==> config.mk <==
export PLATFORM = sky130hd
export DESIGN_NAME = general_register_file
export DESIGN_NICKNAME = d
export VERILOG_FILES = /design/src/rtl/general_register_file_pkg.sv /design/src/rtl/general_register_lane_select.sv /design/src/rtl/general_register_file.sv
export SDC_FILE = /design/constraint.sdc
export NUM_CORES = 1
export LEC_CHECK = 0
export CAP_MARGIN = 0
export CORE_UTILIZATION = 63
export CTS_BUF_LIST = sky130_fd_sc_hd__clkbuf_2 sky130_fd_sc_hd__clkbuf_4 sky130_fd_sc_hd__clkbuf_8
export CTS_CLUSTER_SIZE = 28
export DETAILED_ROUTE_END_ITERATION = 8
export PLACE_DENSITY = 0.81
export SYNTH_ARGS = -nofsm -noshare
export SYNTH_HDL_FRONTEND = slang
export SYNTH_HIERARCHICAL = 1
export SYNTH_SLANG_ARGS = --single-unit
==> constraint.sdc <==
create_clock -name clk -period 11.3 [get_ports clk]
set_input_delay 1.695 -clock clk [delete_from_list [all_inputs] [get_ports clk]]
set_output_delay 1.695 -clock clk [all_outputs]
set_load 0.05 [all_outputs]
==> src/rtl/general_register_file_pkg.sv <==
// Shared decode definitions for the general-purpose register file.
package general_register_file_pkg;

    localparam int unsigned DATA_W   = 32;
    localparam int unsigned NUM_REGS = 8;
    localparam int unsigned IDX_W    = 3;
    localparam int unsigned SIZE_W   = 2;
    localparam int unsigned SHIFT_W  = 5;

    // Resolved operand size as delivered by the register decoder.
    typedef enum logic [SIZE_W-1:0] {
        SIZE_BYTE  = 2'b00,
        SIZE_WORD  = 2'b01,
        SIZE_DWORD = 2'b10,
        SIZE_RSVD  = 2'b11
    } size_e;

    localparam logic [IDX_W-1:0] REG_EAX = 3'd0;
    localparam logic [IDX_W-1:0] REG_ECX = 3'd1;
    localparam logic [IDX_W-1:0] REG_EDX = 3'd2;
    localparam logic [IDX_W-1:0] REG_EBX = 3'd3;
    localparam logic [IDX_W-1:0] REG_ESP = 3'd4;
    localparam logic [IDX_W-1:0] REG_EBP = 3'd5;
    localparam logic [IDX_W-1:0] REG_ESI = 3'd6;
    localparam logic [IDX_W-1:0] REG_EDI = 3'd7;

    // Component/revision ID presented in EDX after reset.
    localparam logic [DATA_W-1:0] RESET_EDX_DEFAULT = 32'h0000_0308;

    // Decoded access: target register, lanes touched, and lane alignment.
    typedef struct packed {
        logic [IDX_W-1:0]   idx;
        logic [DATA_W-1:0]  mask;
        logic [SHIFT_W-1:0] shift;
        logic               rsvd;
    } lane_sel_t;

endpackage

==> src/rtl/general_register_lane_select.sv <==
// Maps a register-sequence code plus operand size to register index,
// lane mask and lane shift. Shared by the write port and both read ports.
module general_register_lane_select
    import general_register_file_pkg::*;
(
    input  logic [IDX_W-1:0]  code,
    input  logic [SIZE_W-1:0] size,
    output lane_sel_t         sel_c
);

    size_e size_dec;

    // Byte codes 4-7 address the high byte of registers 0-3, never 4-7.
    always_comb begin
        size_dec    = size_e'(size);
        sel_c.idx   = code;
        sel_c.mask  = '0;
        sel_c.shift = '0;
        sel_c.rsvd  = 1'b0;
        case (size_dec)
            SIZE_BYTE: begin
                sel_c.idx = {1'b0, code[1:0]};
                if (code[2]) begin
                    sel_c.mask  = 32'h0000_FF00;
                    sel_c.shift = SHIFT_W'(8);
                end else begin
                    sel_c.mask  = 32'h0000_00FF;
                end
            end
            SIZE_WORD:  sel_c.mask = 32'h0000_FFFF;
            SIZE_DWORD: sel_c.mask = 32'hFFFF_FFFF;
            default:    sel_c.rsvd = 1'b1;
        endcase
    end

endmodule

==> src/rtl/general_register_file.sv <==
// Architectural GPR file: two combinational write-first read ports,
// one lane-merging write port and an ESP adjust port for push/pop.
module general_register_file
    import general_register_file_pkg::*;
#(
    parameter logic [DATA_W-1:0] RESET_EDX = RESET_EDX_DEFAULT
)
(
    input  logic                clk,
    input  logic                rst,
    input  logic [IDX_W-1:0]    rd0_code,
    input  logic [SIZE_W-1:0]   rd0_size,
    output logic [DATA_W-1:0]   rd0_data,
    input  logic [IDX_W-1:0]    rd1_code,
    input  logic [SIZE_W-1:0]   rd1_size,
    output logic [DATA_W-1:0]   rd1_data,
    input  logic                wr_en,
    input  logic [IDX_W-1:0]    wr_code,
    input  logic [SIZE_W-1:0]   wr_size,
    input  logic [DATA_W-1:0]   wr_data,
    input  logic                esp_adj_en,
    input  logic [DATA_W-1:0]   esp_adj_delta,
    output logic                esp_conflict,
    output logic                size_error
);

    logic [DATA_W-1:0] regs [NUM_REGS];

    lane_sel_t         wr_sel;
    lane_sel_t         rd0_sel;
    lane_sel_t         rd1_sel;

    logic [DATA_W-1:0] wr_merged_c;
    logic              wr_active_c;
    logic              esp_hit_c;
    logic [DATA_W-1:0] esp_sum_c;
    logic [DATA_W-1:0] rd0_src_c;
    logic [DATA_W-1:0] rd1_src_c;

    general_register_lane_select u_wr_sel (
        .code  (wr_code),
        .size  (wr_size),
        .sel_c (wr_sel)
    );

    general_register_lane_select u_rd0_sel (
        .code  (rd0_code),
        .size  (rd0_size),
        .sel_c (rd0_sel)
    );

    general_register_lane_select u_rd1_sel (
        .code  (rd1_code),
        .size  (rd1_size),
        .sel_c (rd1_sel)
    );

    // Post-merge value of the write target; also feeds the read bypass.
    always_comb begin
        wr_active_c = wr_en && !wr_sel.rsvd;
        wr_merged_c = (regs[wr_sel.idx] & ~wr_sel.mask)
                    | ((wr_data << wr_sel.shift) & wr_sel.mask);
        esp_hit_c   = wr_active_c && (wr_sel.idx == REG_ESP);
        esp_sum_c   = regs[REG_ESP] + esp_adj_delta;
    end

    // Read port 0: write-first bypass, then right-align selected lanes.
    always_comb begin
        rd0_src_c = regs[rd0_sel.idx];
        if (wr_active_c && (rd0_sel.idx == wr_sel.idx)) begin
            rd0_src_c = wr_merged_c;
        end
        rd0_data = (rd0_src_c & rd0_sel.mask) >> rd0_sel.shift;
    end

    // Read port 1: same structure as port 0.
    always_comb begin
        rd1_src_c = regs[rd1_sel.idx];
        if (wr_active_c && (rd1_sel.idx == wr_sel.idx)) begin
            rd1_src_c = wr_merged_c;
        end
        rd1_data = (rd1_src_c & rd1_sel.mask) >> rd1_sel.shift;
    end

    // Register array: explicit write wins over an ESP adjust to the same register.
    always_ff @(posedge clk or posedge rst) begin
        if (rst) begin
            for (int i = 0; i < int'(NUM_REGS); i++) begin
                regs[i] <= (IDX_W'(i) == REG_EDX) ? RESET_EDX : '0;
            end
        end else begin
            if (wr_active_c) begin
                regs[wr_sel.idx] <= wr_merged_c;
            end
            if (esp_adj_en && !esp_hit_c) begin
                regs[REG_ESP] <= esp_sum_c;
            end
        end
    end

    // One-cycle status flags, recomputed every edge.
    always_ff @(posedge clk or posedge rst) begin
        if (rst) begin
            esp_conflict <= 1'b0;
            size_error   <= 1'b0;
        end else begin
            esp_conflict <= esp_hit_c && esp_adj_en;
            size_error   <= (wr_en && wr_sel.rsvd) || rd0_sel.rsvd || rd1_sel.rsvd;
        end
    end

endmodule

==> reports/summary.md, run 1 <==
Placed design
* post-placement worst setup slack: 2.202 ns
* dpl hpwl: 62940 um
* RePlAce Congestion: 1.107
* number of buffer cells added on primary ports: 148

Global route
* via count of the first global-routing pass: 22118
* number of antenna violations at the first check in global routing: 1
* sum of overflow across all layers after global routing: 0
* first-pass GRT wire length: 135400 um
* maximum number of pins on one net before global-route repair: 116
* GRT Overall Usage: 0.4324

Critical path
* Data required, critical path: 9.61 ns
* Crit Path Class: in -> out
* Critical Path Source Type: input port
* CP Capture Type: output port
* Worst Path Arrival: 7.60 ns
* critical-path maximum fanout: 24

Clocking
* later-pin clock latency in the skew report: 0.57 ns
* CTS resizes: 0
* Inserted Clock Buffers: 40
* maximum root-to-sink buffer count: 3
* number of clock sinks: 258
* clock tree from TritonCTS: yes
* H-tree level count: 2
* total setup buffers inserted after CTS: 0
* hold-fix buffers at CTS: 0
* Worst-path clk slew: 0.06 ns
* library cell used as clock root buffer: clkbuf_8

Floorplan
* area of the die: 0.04126 mm2
* starting density of the core: 0.6399
* number of top-level pins: 149
* Placeable Area: 0.03982 mm2
* Core Rows: 73
* floorplan die height: 203.1 um
* Die W: 203.1 um

Routing
* detailed-router iteration count before antenna repair: 8
* drt initial violations: 3380
* Avg WL per Cell: 28.29 um
* via count: 23080
* detailed-route vias per instance: 7.379
* antenna violation net count after detailed routing: 0
* DRC Markers: 0
* total wire length: 88490 um

Logic synthesis
* most used flip-flop cell after synthesis: dfrtp_1
* share of synthesized flip-flops with an asynchronous set or reset: 1.000
* top cell type by total area after synthesis: dfrtp_1
* largest cells by area after synthesis: dfrtp_1 (25%), mux4_2 (20%), mux2i_1 (9.0%)
* sequential share of the synthesized area: 0.2535
* warning count from the yosys run: 6
* distinct cell type count of the synthesized netlist: 99
* number of synthesized register bits: 258
* proportion of netlist area held by the largest area contributor: 0.2504
* summed instance area of the synthesized netlist: 0.02548 mm2
* cell count after synthesis: 2657
* number of synthesized flops with an enable pin: 0
* average size of a mapped cell: 9.591 um2

STA
* Final setup viols: 0
* max-slew violation count: 0
* crit path time final: 9.292 ns
* final count of hold timing violations: 0
* transition time at the pin with the least slew margin: 1.312 ns
* tightest slew margin relative to the limit: 0.1222
* final clock period utilization by the worst path: 0.8223
* maximum frequency from static timing analysis: 107.6 MHz
* worst hold-check slack: 0.5211 ns
* setup TNS: 0 ns
* setup clock skew after layout: 0.02775 ns
* unrepaired setup endpoints after global routing: no
* post-layout worst setup margin: 2.008 ns

Layout
* register area: 0.006460 mm2
* layout net count: 2700
* fraction of final layout cells sized beyond drive strength 1: 0.1883
* area growth from synthesis to layout: 6.328%
* layout filler cell count: 3128
* total area of multi-input combinational cells: 0.01714 mm2

Power
* worst ir drop on vdd: 0.1509 mV
* final total power: 0.004759 W
* power density normalized to cell area: 175.6 mW/mm2
* Static Leakage: 11.20 nW

Status
* outcome: complete, no violations

Flow run
* reported max-cap violation count: 0

Hold path
* Tightest Hold Check Type: reg -> reg

-- cell usage in the layout, fill, tap and decap left out, types with 11 or more instances in the layout --
master           instances
nand3_1                 29
and3_1                  12
nor2b_1                 52
a211oi_1                37
a22o_1                  20
nand2_1                444
o211ai_1                38
nand2b_1                12
o21ai_0                216
nor3_1                  21
xnor2_1                 25
clkbuf_8                53
clkbuf_4                12
dfrtp_1                255
mux4_2                 223
mux2i_1                228
ha_1                    42
conb_1                  12
a21oi_1                 81
a211o_1                 11
buf_4                   39
mux2_2                  90
a21o_1                  24
nor2_1                 113
inv_1                   37
and2_1                  12
o22ai_1                 19
a22oi_1                 20
clkdlybuf4s50_1        141
a31oi_1                 18
-- metal layers --
layer / track usage / up-vias / part of all wire / wire (um)
li1: - / 9749 / - / -
met1: 0.5741 / 11243 / 0.37 / 32890
met2: 0.6292 / 1767 / 0.43 / 38130
met3: 0.1379 / 319 / 0.14 / 12090
met4: 0.2379 / 2 / 0.061 / 5363
met5: 0 / - / 0.00015 / 13
-- power breakdown --
part	total [W]	internal, W	switching, W
clock	0.000913	0.000527	0.000386
combinational	0.00227	0.00104	0.00123
sequential	0.00158	0.00121	0.000369
-- per-stage QoR --
stage,utilization,cells,area [um2]
3_3_place_gp,0.6570,3055,26160
5_1_grt,0.6804,3127,27090
3_5_place_dp,0.6572,3056,26170
2_1_floorplan,-,2666,25520
6_report,0.6804,3128,27100
4_1_cts,0.6804,3127,27090
-- registers in the layout (all words and copies together), names as in the netlist --
name          flops
esp_conflict      1
regs            256
size_error        1
-- area by class of cell --
class | count | area share
clock inverter | 6 | 0.003879
sequential | 258 | 0.2384
clock buffer | 65 | 0.03024
inverter | 46 | 0.006649
antenna | 1 | 0.00009235
multi-input combinational | 2045 | 0.6327
timing repair buffer | 182 | 0.06381
tap | 525 | 0.02424
-- cells in the mapped netlist (all sizes together) (9+ instances only) --
cell type    n
a211o       11
a211oi      37
a21o        24
a21oi       86
a221oi       9
a22o        20
a22oi       20
a31oi       22
a32oi        9
a41oi       11
and2        15
and3        12
buf        209
clkbuf     108
dfrtp      255
ha          43
inv         44
mux2        93
mux2i      229
mux4       224
nand2      447
nand2b      12
nand3       31
nand4        9
nor2       113
nor2b       55
nor3        23
o211ai      42
o21a         9
o21ai      221
o22a         9
o22ai       20
o311ai      10
o31ai       10
or3          9
xnor2       25
-- path summary, 6_finish.rpt --
kind | from | end | slack (ns) | cells past startpoint
max reg2reg | regs[96]$_DFFE_PP0P_ | regs[126]$_DFFE_PP0P_ | 6.82 | 12
min | regs[168]$_DFFE_PP1P_ | regs[168]$_DFFE_PP1P_ | 0.52 | 2
max | wr_size[0] | rd0_data[19] | 2.01 | 16
min reg2reg | regs[168]$_DFFE_PP1P_ | regs[168]$_DFFE_PP1P_ | 0.52 | 2
min in group asynchronous | rst | regs[7]$_DFFE_PP0P_ | 1.68 | 2
max in group asynchronous | rst | regs[75]$_DFFE_PP0P_ | 8.05 | 3
-- worst max-delay path, cell delays in order --
cell             delay, ns
clkdlybuf4s50_1       0.52
inv_1                 0.08
ha_1                  0.26
nor2b_4               0.73
buf_4                 0.38
inv_1                 0.22
a31oi_1               0.22
a21boi_0              0.88
a41oi_1               0.33
buf_4                 0.34
o211ai_1              0.22
o22ai_1               0.17
mux4_2                0.52
mux2i_1               0.22
nor2_1                0.06
clkdlybuf4s50_1       0.70
-- cell families (layout without fill, tap and decap cells) --
group,after synthesis,in the layout,share of synthesized area
AOI/OAI and AO/OA,644,644,0.1728
xor gates and xnor gates,33,33,0.01134
adders and majority gates,44,44,0.02190
buffers and inverters,363,299,0.07743
DFF,258,258,0.2535
muxes,546,546,0.3296
other,3,13,0.0004418
and+or+nand+nor,766,766,0.1330
(Power assumes the default switching activity.)
==> run 2: changes to the inputs <==
==> constraint.sdc (replaced) <==
create_clock -name clk -period 8.98 [get_ports clk]
set_input_delay 1.347 -clock clk [delete_from_list [all_inputs] [get_ports clk]]
set_output_delay 1.347 -clock clk [all_outputs]
set_load 0.05 [all_outputs]
==> run 2 against run 1 <==
Effect of this change: clock skew increased by 0.0056 ns; global-route usage decreased by 0.21 points; sequential share of layout area decreased by 0.059 points; final area increased by 0.25%; cell count increased by 0.16%; clock power increased by 28%; sequential power increased by 26%; core utilization increased by 0.17 points; critical endpoint is now rd0_data[12].
==> reports/summary.md, run 2 (synthesis results as in run 1) <==
Clocking
* later-pin clock latency in the skew report: 0.59 ns, was 0.57 ns
* library cell used as clock root buffer: clkbuf_8, unchanged
* Inserted Clock Buffers: 39, was 40
* Worst-path clk slew: 0.06 ns, about the same
* number of clock sinks: 258, unchanged
* H-tree level count: 2, unchanged
* hold-fix buffers at CTS: 0, unchanged
* clock tree from TritonCTS: yes, unchanged
* total setup buffers inserted after CTS: 0, unchanged
* maximum root-to-sink buffer count: 3, unchanged
* CTS resizes: 0, unchanged

Critical path
* crit path to: rd0_data[12], was rd0_data[19]
* critical-path maximum fanout: 69, was 24
* Crit Path Class: in -> out, unchanged
* Crit path largest cell delay: 0.80 ns, was 0.88 ns
* FF-to-FF Start: regs[96]$_DFFE_PP0P_, unchanged
* Critical Path Source Type: input port, unchanged
* crit-path cells: clkdlybuf4s50_1 -> inv_1 -> ha_1 -> nor2b_4 -> buf_12 -> and2_1 -> a22o_1 -> a221oi_1 -> a31oi_2 -> o21ai_0 -> o22a_1 -> mux2i_1 -> mux2i_1 -> o21ai_0 -> o21a_1 -> clkdlybuf4s50_1, was clkdlybuf4s50_1 -> inv_1 -> ha_1 -> nor2b_4 -> buf_4 -> inv_1 -> a31oi_1 -> a21boi_0 -> a41oi_1 -> buf_4 -> o211ai_1 -> o22ai_1 -> mux4_2 -> mux2i_1 -> nor2_1 -> clkdlybuf4s50_1
* CP Capture Type: output port, unchanged
* Slowest-stage cell, CP: clkdlybuf4s50_1, was a21boi_0
* Data required, critical path: 7.63 ns, was 9.61 ns
* Worst Path Arrival: 6.68 ns, was 7.60 ns
* CP Launch Point: wr_size[0], unchanged
* critical register-to-register path endpoint: regs[126]$_DFFE_PP0P_, unchanged
* register-to-register setup slack: 4.72 ns, was 6.82 ns
* R2R depth: 12, unchanged

Layout
* most used cells in the layout excluding fill and tap cells: nand2_1 (444), dfrtp_1 (255), mux2i_1 (228), unchanged
* area growth from synthesis to layout: 6.594%, was 6.328%
* largest registers: regs (256), esp_conflict (1), size_error (1), unchanged
* diodes inserted: 0, was 1
* number of flip-flops under the largest register name: 256, unchanged
* layout filler cell count: 3070, was 3128
* commonest non-fill, non-tap cell in the layout: nand2_1, unchanged
* layout net count: 2708, was 2700
* post-route cell area: 0.02716 mm2, was 0.02710 mm2
* largest register by flop count: regs, unchanged
* fraction of final layout cells sized beyond drive strength 1: 0.1902, was 0.1883

Floorplan
* floorplan die height: 203.1 um, unchanged
* Placeable Area: 0.03982 mm2, unchanged
* number of top-level pins: 149, unchanged
* starting density of the core: 0.6399, unchanged
* Core Rows: 73, unchanged
* area of the die: 0.04126 mm2, unchanged
* Die W: 203.1 um, unchanged

Global route
* sum of overflow across all layers after global routing: 0, unchanged
* first-pass GRT wire length: 134500 um, was 135400 um
* number of antenna violations at the first check in global routing: 2, was 1
* GRT Overall Usage: 0.4304, was 0.4324
* maximum number of pins on one net before global-route repair: 138, was 116
* via count of the first global-routing pass: 21881, was 22118

Routing
* via count: 23019, was 23080
* detailed-router iteration count before antenna repair: 8, unchanged
* drt initial violations: 3063, was 3380
* DRC Markers: 0, unchanged
* antenna violation net count after detailed routing: 0, unchanged
* Avg WL per Cell: 28.39 um, was 28.29 um
* total wire length: 88960 um, was 88490 um
* detailed-route vias per instance: 7.347, was 7.379

STA
* transition time at the pin with the least slew margin: 1.215 ns, was 1.312 ns
* final clock period utilization by the worst path: 0.8941
* tightest slew margin relative to the limit: 0.1882, was 0.1222
* max-slew violation count: 0, unchanged
* Final setup viols: 0, unchanged
* maximum frequency from static timing analysis: 124.5 MHz
* setup TNS: 0 ns, unchanged
* crit path time final: 8.029 ns
* final count of hold timing violations: 0, unchanged
* setup clock skew after layout: 0.03337 ns, was 0.02775 ns
* unrepaired setup endpoints after global routing: no, unchanged

Placed design
* cell area after placement: 0.02624 mm2, was 0.02617 mm2
* number of buffer cells added on primary ports: 148, unchanged
* RePlAce Congestion: 1.125, was 1.107
* dpl hpwl: 63720 um, was 62940 um

Hold path
* Tightest Hold Check Type: reg -> reg, unchanged
* Hold Path Cell Cnt: 2, unchanged

Flow run
* reported max-cap violation count: 0, unchanged

Power
* worst ir drop on vdd: 0.1842 mV, was 0.1509 mV
* power density normalized to cell area: 221.4 mW/mm2, was 175.6 mW/mm2
* Static Leakage: 11.24 nW, was 11.20 nW

Status
* outcome: complete, no violations, unchanged

[run 2: power by group]
part / switching [W] / total, W / internal, W
Clock: 0.000489 / 0.00117 / 0.000678
Sequential: 0.000468 / 0.00199 / 0.00152
Combinational: 0.00155 / 0.00285 / 0.00131
[run 2: final cells by class]
class                      instances  area [um2]  share of cell area
sequential                       258        6460              0.2378
tap                              525       656.9             0.02418
clock inverter                    11       180.2            0.006633
multi-input combinational       2045       17140              0.6311
clock buffer                      57       747.0             0.02750
inverter                          46       180.2            0.006633
timing repair buffer             191        1797             0.06614
[run 2: stage by stage]
step | instances | hold WS (ns) | power, W | worst slack, ns | utilization
floorplan | 2666 | 0.4699 | 0.003933 | 0.5395 | -
finish | 3133 | 0.5251 | 0.006013 | 0.9509 | 0.6821
global route | 3133 | 0.5361 | 0.006269 | 0.8215 | 0.6821
global placement | 3065 | 0.4833 | 0.004582 | 1.226 | 0.6589
detailed placement | 3065 | 0.5096 | 0.004715 | 1.142 | 0.6589
CTS | 3133 | 0.5231 | 0.005875 | 1.116 | 0.6821
[run 2: how the worst min path moves through the flow]
stage	from	endpoint	slack (ns)
6_report	regs[83]$_DFFE_PP0P_	regs[83]$_DFFE_PP0P_	0.53
5_1_grt	regs[168]$_DFFE_PP1P_	regs[168]$_DFFE_PP1P_	0.54
4_1_cts	regs[168]$_DFFE_PP1P_	regs[168]$_DFFE_PP1P_	0.52
3_5_place_dp	regs[168]$_DFFE_PP1P_	regs[168]$_DFFE_PP1P_	0.51
3_3_place_gp	regs[163]$_DFFE_PP1P_	regs[163]$_DFFE_PP1P_	0.48
2_1_floorplan	regs[168]$_DFFE_PP1P_	regs[168]$_DFFE_PP1P_	0.47
[run 2: layer usage]
layer  track usage  routed length, um  up-vias
li1              -                  -     9757
met1        0.5686              32710    11129
met2        0.6359              38520     1848
met3        0.1318              12380      281
met4        0.2312               5326        4
met5             0                 18        -
[run 2: worst max-delay path: cells and delay by family]
family | cells | cell delay [ns]
AOI/OAI and AO/OA | 7 | 1.86
muxes | 2 | 0.59
adders and majority gates | 1 | 0.26
and+or+nand+nor | 2 | 0.78
buffers and inverters | 4 | 1.79
